`config.mk`:
```
export PLATFORM = sky130hd
export DESIGN_NAME = mult_datapath
export DESIGN_NICKNAME = d
export VERILOG_FILES = /design/src/rtl/mult_pkg.sv /design/src/rtl/mult_acc_add.sv /design/src/rtl/mult_datapath.sv
export SDC_FILE = /design/constraint.sdc
export NUM_CORES = 1
export LEC_CHECK = 0
export ABC_AREA = 1
export CAP_MARGIN = 20
export CORE_MARGIN = 3
export CORE_UTILIZATION = 53
export CTS_CLUSTER_DIAMETER = 40
export DETAILED_ROUTE_END_ITERATION = 12
export GPL_TIMING_DRIVEN = 0
export PLACE_DENSITY = 0.89
export SYNTH_ARGS = -nofsm -noshare
export SYNTH_HDL_FRONTEND = slang
export SYNTH_SLANG_ARGS = --single-unit
export TNS_END_PERCENT = 30
```
`constraint.sdc`:
```
create_clock -name clk -period 2.45 [get_ports clk]
set_input_delay 0.735 -clock clk [delete_from_list [all_inputs] [get_ports clk]]
set_output_delay 0.735 -clock clk [all_outputs]
set_load 0.1 [all_outputs]
```
`src/rtl/mult_pkg.sv`:
```
// mult_pkg
// Shared definitions for the shift-and-add multiplier datapath.
//   MULT_WIDTH_DEFAULT : default operand width
//   mult_cnt_t         : step counter type for the default width (0..WIDTH)
//   mult_ctl_t         : bundle of controller strobes {clr, ld, ldp, shp, shb}
package mult_pkg;

  localparam int MULT_WIDTH_DEFAULT = 4;

  typedef logic [$clog2(MULT_WIDTH_DEFAULT+1)-1:0] mult_cnt_t;

  typedef struct packed {
    logic clr;
    logic ld;
    logic ldp;
    logic shp;
    logic shb;
  } mult_ctl_t;

endpackage

```
`src/rtl/mult_acc_add.sv`:
```
// mult_acc_add
// Combinational (WIDTH+1)-bit conditional adder for the upper partial product.
// Ports:
//   p_hi [WIDTH-1:0] in  : current upper half of the partial product
//   a    [WIDTH-1:0] in  : multiplicand
//   b0               in  : current multiplier LSB, selects add or skip
//   sum  [WIDTH:0]   out : p_hi + (b0 ? a : 0), carry in the MSB
module mult_acc_add
  import mult_pkg::*;
#(
  parameter int WIDTH = MULT_WIDTH_DEFAULT
) (
  input  logic [WIDTH-1:0] p_hi,
  input  logic [WIDTH-1:0] a,
  input  logic             b0,
  output logic [WIDTH:0]   sum
);

  logic [WIDTH-1:0] addend;

  // Skip the add entirely when the multiplier bit is zero.
  always_comb begin
    addend = b0 ? a : '0;
    sum    = {1'b0, p_hi} + {1'b0, addend};
  end

endmodule

```
`src/rtl/mult_datapath.sv`:
```
// mult_datapath
// Shift-and-add multiplier datapath driven by controller strobes. Holds the
// multiplicand A, multiplier B, partial product P (with carry bit) and a step
// counter. After WIDTH product shifts it freezes and registers the product.
// Ports:
//   clk, reset (async, active-high)
//   clr, ld, ldp, shp, shb : controller strobes
//   a_in, b_in  [WIDTH-1:0]   : operands (unsigned)
//   prod_out    [2*WIDTH-1:0] : registered final product
//   prod_valid                : prod_out holds a completed product
//   err                       : sticky protocol error
// Build option: define MULT_DP_ERR_EN to build the protocol error detector;
// otherwise err is tied to 0.
module mult_datapath
  import mult_pkg::*;
#(
  parameter int WIDTH = MULT_WIDTH_DEFAULT
) (
  input  logic                 clk,
  input  logic                 reset,
  input  logic                 clr,
  input  logic                 ld,
  input  logic                 ldp,
  input  logic                 shp,
  input  logic                 shb,
  input  logic [WIDTH-1:0]     a_in,
  input  logic [WIDTH-1:0]     b_in,
  output logic [2*WIDTH-1:0]   prod_out,
  output logic                 prod_valid,
  output logic                 err
);

  localparam int CNT_W = $clog2(WIDTH+1);
  localparam logic [CNT_W-1:0] CNT_DONE = CNT_W'(WIDTH);
  localparam logic [CNT_W-1:0] CNT_LAST = CNT_W'(WIDTH-1);

  mult_ctl_t ctl;

  logic [WIDTH-1:0] a_reg;
  logic [WIDTH-1:0] b_reg;
  logic [2*WIDTH:0] p_reg;
  logic [CNT_W-1:0] cnt;
  logic             frozen;

  logic [WIDTH:0]   sum;
  logic [2*WIDTH:0] p_add;
  logic [2*WIDTH:0] p_next;

  assign ctl = '{clr: clr, ld: ld, ldp: ldp, shp: shp, shb: shb};

  mult_acc_add #(.WIDTH(WIDTH)) u_add (
    .p_hi (p_reg[2*WIDTH-1:WIDTH]),
    .a    (a_reg),
    .b0   (b_reg[0]),
    .sum  (sum)
  );

  // Add first, then shift, so a combined ldp+shp is a single step.
  always_comb begin
    frozen = (cnt == CNT_DONE);
    p_add  = ctl.ldp ? {sum, p_reg[WIDTH-1:0]} : p_reg;
    p_next = ctl.shp ? (p_add >> 1) : p_add;
  end

  // ld is written after shb so a simultaneous load wins on B.
  always_ff @(posedge clk or posedge reset) begin
    if (reset) begin
      a_reg      <= '0;
      b_reg      <= '0;
      p_reg      <= '0;
      cnt        <= '0;
      prod_out   <= '0;
      prod_valid <= 1'b0;
    end else if (ctl.clr) begin
      a_reg      <= '0;
      b_reg      <= '0;
      p_reg      <= '0;
      cnt        <= '0;
      prod_out   <= '0;
      prod_valid <= 1'b0;
    end else begin
      if (!frozen) begin
        p_reg <= p_next;
        if (ctl.shb) begin
          b_reg <= b_reg >> 1;
        end
        if (ctl.shp) begin
          cnt <= cnt + CNT_W'(1);
          if (cnt == CNT_LAST) begin
            prod_out   <= p_next[2*WIDTH-1:0];
            prod_valid <= 1'b1;
          end
        end
      end
      if (ctl.ld) begin
        a_reg <= a_in;
        b_reg <= b_in;
      end
    end
  end

`ifdef MULT_DP_ERR_EN
  // Sticky flag: reload mid-operation, or arithmetic strobes after completion.
  always_ff @(posedge clk or posedge reset) begin
    if (reset) begin
      err <= 1'b0;
    end else if (ctl.clr) begin
      err <= 1'b0;
    end else if ((ctl.ld && (cnt != '0) && !frozen) ||
                 ((ctl.ldp || ctl.shp) && frozen)) begin
      err <= 1'b1;
    end
  end
`else
  assign err = 1'b0;
`endif

endmodule

```
* After elaboration in Yosys (flattened, before gate mapping) *
Index checks and enable logic that the tools add are counted.

word-level totals
  register bits after elaboration = 29
  bits of input ports = 15
  logic and storage cells = 41

cells by class
  add/sub/neg operators = 2
  equal/unequal tests = 4
  muxes and demuxes = 22
  reduce and logical (&&, ||, !) cells = 7

operators with widths
  kind                                                                   number
  9-bit 2-to-1 mux                                                       4
  8-bit 2-to-1 mux                                                       4
  4-bit 2-to-1 mux                                                       7
  3-bit 2-to-1 mux                                                       3
  2-bit nonzero test                                                     3
  4-bit by 4-bit adder with 5-bit output                                 1
  1-bit 2-to-1 mux                                                       4
  2-bit AND reduction                                                    2
  3-bit by 1-bit adder with 3-bit output, second input constant          1
  3-bit by 2-bit equality test with 1-bit output, second input constant  1
  3-bit equality test, second input constant                             1
  3-bit != test, second input constant                                   1
  3-bit AND reduction                                                    1
  3-bit nonzero test                                                     1
  2-bit != test, second input constant                                   1

* Depth between registers and ports, before layout *
  depth after elaboration = 8
  gate-level depth with buffers = 14
  gate-level depth less buffers = 14

* By module *
Synthesis repeated with hierarchy kept, for this count alone.

second synthesis, totals
  cells, all modules = 215
  area, all modules = 1,684.1 um^2

by module, submodules not included
  module         instances  cells each  area an instance (um^2)
  mult_datapath  1          183         1,500.2
  mult_acc_add   1          32          183.9

* Worst setup path after synthesis *
Ideal clock, no wire load.

  path type = reg-to-reg
  from = register b_reg[0]
  to = register prod_out[6]
  setup time = 68 ps
  arrival = 1,719 ps
  required time = 2,382 ps
  slack = 663 ps
  stages on the path, launching flop included = 14
  path buffers = 0
  period minus slack after synthesis = 1,787 ps
  path through = dfrtp_1 -> nand2_1 -> inv_1 -> ha_1 -> inv_1 -> fa_1 -> nand2_1 -> nand2_1 -> nand2_1 -> o21ai_0 -> or2_2 -> nand2_1 -> nand2_1 -> nand2_1

between the ends
  word-level cells in the longest chain between the ends = 8

RTL lines
  what                                    line                 RTL
  start: declaration                      mult_datapath.sv:40  logic [WIDTH-1:0] b_reg;
  start signal: assignment                mult_datapath.sv:85  b_reg <= b_reg >> 1;
  start signal: assignment                mult_datapath.sv:97  b_reg <= b_in;
  4-bit 2-to-1 mux                        mult_acc_add.sv:23   addend = b0 ? a : '0;
  4-bit by 4-bit adder with 5-bit output  mult_acc_add.sv:24   sum = {1'b0, p_hi} + {1'b0, addend};
  9-bit 2-to-1 mux                        mult_datapath.sv:61  p_add = ctl.ldp ? {sum, p_reg[WIDTH-1:0]} : p_reg;
  9-bit 2-to-1 mux                        mult_datapath.sv:62  p_next = ctl.shp ? (p_add >> 1) : p_add;
  8-bit 2-to-1 mux                        mult_datapath.sv:89  if (cnt == CNT_LAST) begin
  8-bit 2-to-1 mux                        mult_datapath.sv:87  if (ctl.shp) begin
  8-bit 2-to-1 mux                        mult_datapath.sv:82  if (!frozen) begin
  8-bit 2-to-1 mux                        mult_datapath.sv:74  end else if (ctl.clr) begin
  end signal: assignment                  mult_datapath.sv:90  prod_out <= p_next[2*WIDTH-1:0];
  end: declaration                        mult_datapath.sv:28  output logic [2*WIDTH-1:0] prod_out,

No other way between the ends. The select of a mux whose other input is x is not followed.
A chain may end at the register's enable or synchronous reset.

* Final worst setup path *
  from = register prod_valid
  to = output port prod_valid

RTL lines
  what                      line                 RTL
  start: declaration        mult_datapath.sv:29  output logic prod_valid,
  start signal: assignment  mult_datapath.sv:73  prod_valid <= 1'b0;
  start signal: assignment  mult_datapath.sv:80  prod_valid <= 1'b0;
  start signal: assignment  mult_datapath.sv:91  prod_valid <= 1'b1;

No word-level cell between the ends.

==> flow_summary.json <==
{
  "status": "complete, no violations",
  "wirelength_um": 2829,
  "synth.most_common_cell": "nand2_1",
  "irDropWorstVdd_uv": 399.2,
  "grt_setup_unrepaired": "false",
  "clkSinkCount": 29,
  "synth-seq-cells": 29,
  "area_growth_pct": 20.11,
  "wl_per_cell_um": 11.01,
  "stdcell_count": 257,
  "max_slew.worst_pin.slew_ps": 956.7,
  "synth_cell_type_count": 26,
  "leakagePower_uw": 0.001021,
  "slew_violations": 0,
  "yosysTopAreaCellShare_pct": 45.56,
  "end_kind": "output pin",
  "yosysSeqAreaShare_pct": 45.56,
  "die_x_um": 60.82,
  "vias": 1334,
  "crit_chain": "dlygate4sd2_1",
  "syn-cell-area_mm2": 0.001593,
  "drc": 0,
  "postCtsSetupBuffers": 0,
  "powerDensity_mw_per_mm2": 632.3,
  "first_pass_iters": 4,
  "largest_reg_flops": 9,
  "synth_flop_cell": "dfrtp_1",
  "maxCapViolations": 0,
  "wl_met1_um": 1246,
  "top_layer": "met4",
  "antenna_found_initial": 0,
  "critPathArrivalTime_ps": 1520,
  "hpwl_um": 2260,
  "yosys_warnings": 0,
  "fin_setup_tns_ps": 0,
  "final_nets": 249,
  "critPathKind": "flop to output pin",
  "vias_per_cell": 5.191,
  "fin_crit_ps": 2257,
  "fin_crit_sh_pct": 92.10,
  "cts_resized": 9,
  "synth_area_leaders": "dfrtp_1 (46%), nand2_1 (15%), nand3_1 (7.2%)",
  "yosysTopAreaCell": "dfrtp_1",
  "clockBufferDepth": 2,
  "drt_iter0_drc": 66,
  "dp_cells": 249,
  "max_stage_delay_ps": 850,
  "finalHoldViolCount": 0,
  "slowest_stage": "dlygate4sd2_1",
  "die_h_um": 60.82,
  "clock_latency_ps": 320,
  "worst-path-max-fanout": 2,
  "cpLargestDelayFamily": "buffers and inverters",
  "synth_fp_nets": 220,
  "die_area_mm2": 0.003699,
  "skew_ps": 4.170,
  "setup-violations-final": 0,
  "io_pins": 25,
  "antennaDiodeCount": 0,
  "io_buffer_count": 21,
  "slew_headroom_pct": 36.48,
  "required_ps": 1710,
  "rows": 19,
  "clk_pin_slew_ps": 80,
  "numCtsBuffers": 5,
  "r2r_slack_ps": 410,
  "final_antenna_net_count": 0,
  "syn_avg_cell_area_um2": 8.085,
  "start_util_pct": 56.78,
  "h-tree-depth": 2,
  "grt.total_usage_pct": 18.87,
  "synth_edf_count": 0,
  "grt_pass1_wl_um": 5133,
  "gp_congestion": 0.9005,
  "grt_overflow": 0,
  "grt_pass1_vias": 1264,
  "core_mm2": 0.002805,
  "wl_met3_um": 132,
  "hp-class": "flop to flop",
  "grt_max_degree": 30,
  "clock-root-buffer": "clkbuf_4",
  "cts_tree": "yes",
  "max_freq_mhz": 443.2,
  "met2_length_um": 1387,
  "syn_inst": 197,
  "drive_gt1_share_pct": 11.06,
  "cts_hold_buffers": 0,
  "cp_num_buf_inv": 1,
  "cp-start-kind": "flop",
  "synth_commonest_cells": "nand2_1 (63), dfrtp_1 (29), inv_1 (24)",
  "async_reset_ff_share_pct": 100.0
}
-- worst reg2reg max path, stage by stage (launching register included) --
cell     delay, ps
dfrtp_1        420
nand2_1         70
inv_1           70
ha_1           190
inv_1           60
fa_1           370
nand2_1         80
nand2_1         50
nand2_1         50
o21ai_0        100
or2_2          280
nand2_1         90
nand2_1         70
nand2_1         60
-- power by group --
group          switching (µW)  internal (µW)  leakage (µW)  total, µW
Combinational             268            107      0.000602        374
Clock                     144            135     0.0000314        279
Sequential               28.6            527      0.000387        556
-- per-stage QoR --
| stage | power, µW | utilization, % | setup slack [ps] | area (µm²) | hold WS, ps |
|---|---|---|---|---|---|
| finish | 1210 | 68.20 | 193.4 | 1913 | 477.5 |
| global route | 1285 | 68.20 | 135.7 | 1913 | 501.2 |
| CTS | 1220 | 67.22 | 167.9 | 1886 | 481.9 |
| detailed placement | 950.1 | 65.66 | 68.32 | 1842 | 460.6 |
| global placement | 935.1 | 65.66 | 67.74 | 1842 | 456.3 |
| floorplan | 849.9 | - | 663.3 | 1593 | 441.7 |
-- worst paths after layout --
path / start / endpoint / cells past startpoint
setup reg to reg: b_reg[0] / p_reg[6] / 13
max in group asynchronous: reset / prod_out[4] / 3
hold / removal: a_reg[1] / a_reg[1] / 2
min in group asynchronous: reset / b_reg[2] / 2
setup / recovery: prod_valid / prod_valid / 1
hold reg to reg: a_reg[1] / a_reg[1] / 2
-- per-layer routing --
metal | vias up | track usage, %
met5 | - | 0
met4 | 0 | 9.907
met3 | 7 | 4.681
met2 | 34 | 30.38
met1 | 599 | 23.36
li1 | 694 | -
-- cells by family (layout without fill, tap and decap cells) --
family / after synthesis / in the layout / share of synthesized area (%)
AO/OA/AOI/OAI: 29 / 29 / 11.78
adder cells (fa/ha/maj): 8 / 8 / 6.755
buffers and inverters: 32 / 61 / 9.348
flip-flops: 29 / 29 / 45.56
other: 1 / 1 / 0.2354
AND/OR/NAND/NOR: 98 / 98 / 26.32
-- placed cells by master (no fill, tap or decap) --
| cell type | Yosys | layout |
|---|---|---|
| nand2_1 | 63 | 63 |
| dfrtp_1 | 29 | 29 |
| inv_1 | 24 | 24 |
| nand3_1 | 23 | 23 |
| clkdlybuf4s50_1 | 0 | 12 |
| dlygate4sd2_1 | 0 | 9 |
| o21ai_0 | 7 | 7 |
| o22ai_1 | 7 | 7 |
| ha_1 | 7 | 7 |
| nor2_1 | 5 | 5 |
| clkbuf_4 | 0 | 5 |
| a21oi_1 | 4 | 4 |
| nor2_2 | 3 | 3 |
| or2_2 | 3 | 3 |
| a22oi_1 | 3 | 3 |
| o21ai_2 | 3 | 3 |
| a31oi_1 | 3 | 3 |
| clkbuf_1 | 1 | 2 |
| inv_2 | 2 | 2 |
| bufinv_8 | 1 | 1 |
| buf_2 | 1 | 1 |
| inv_4 | 1 | 1 |
| nand2_4 | 1 | 1 |
| a21oi_4 | 1 | 1 |
| buf_6 | 1 | 1 |
| o21ai_1 | 1 | 1 |
| fa_1 | 1 | 1 |
| buf_4 | 1 | 1 |
| conb_1 | 1 | 1 |
| clkbuf_8 | 0 | 1 |
| buf_16 | 0 | 1 |
-- area by class of cell --
cell class,instances,area [µm²]
inverters,28,121.4
well taps,31,38.79
flip-flops and latches,29,725.7
fillers,261,892.1
repair buffers,22,226.5
clock buffers,7,55.05
multi-input cells,136,718.2
plain buffers,4,27.53
Power figures use the tool's default switching activity.
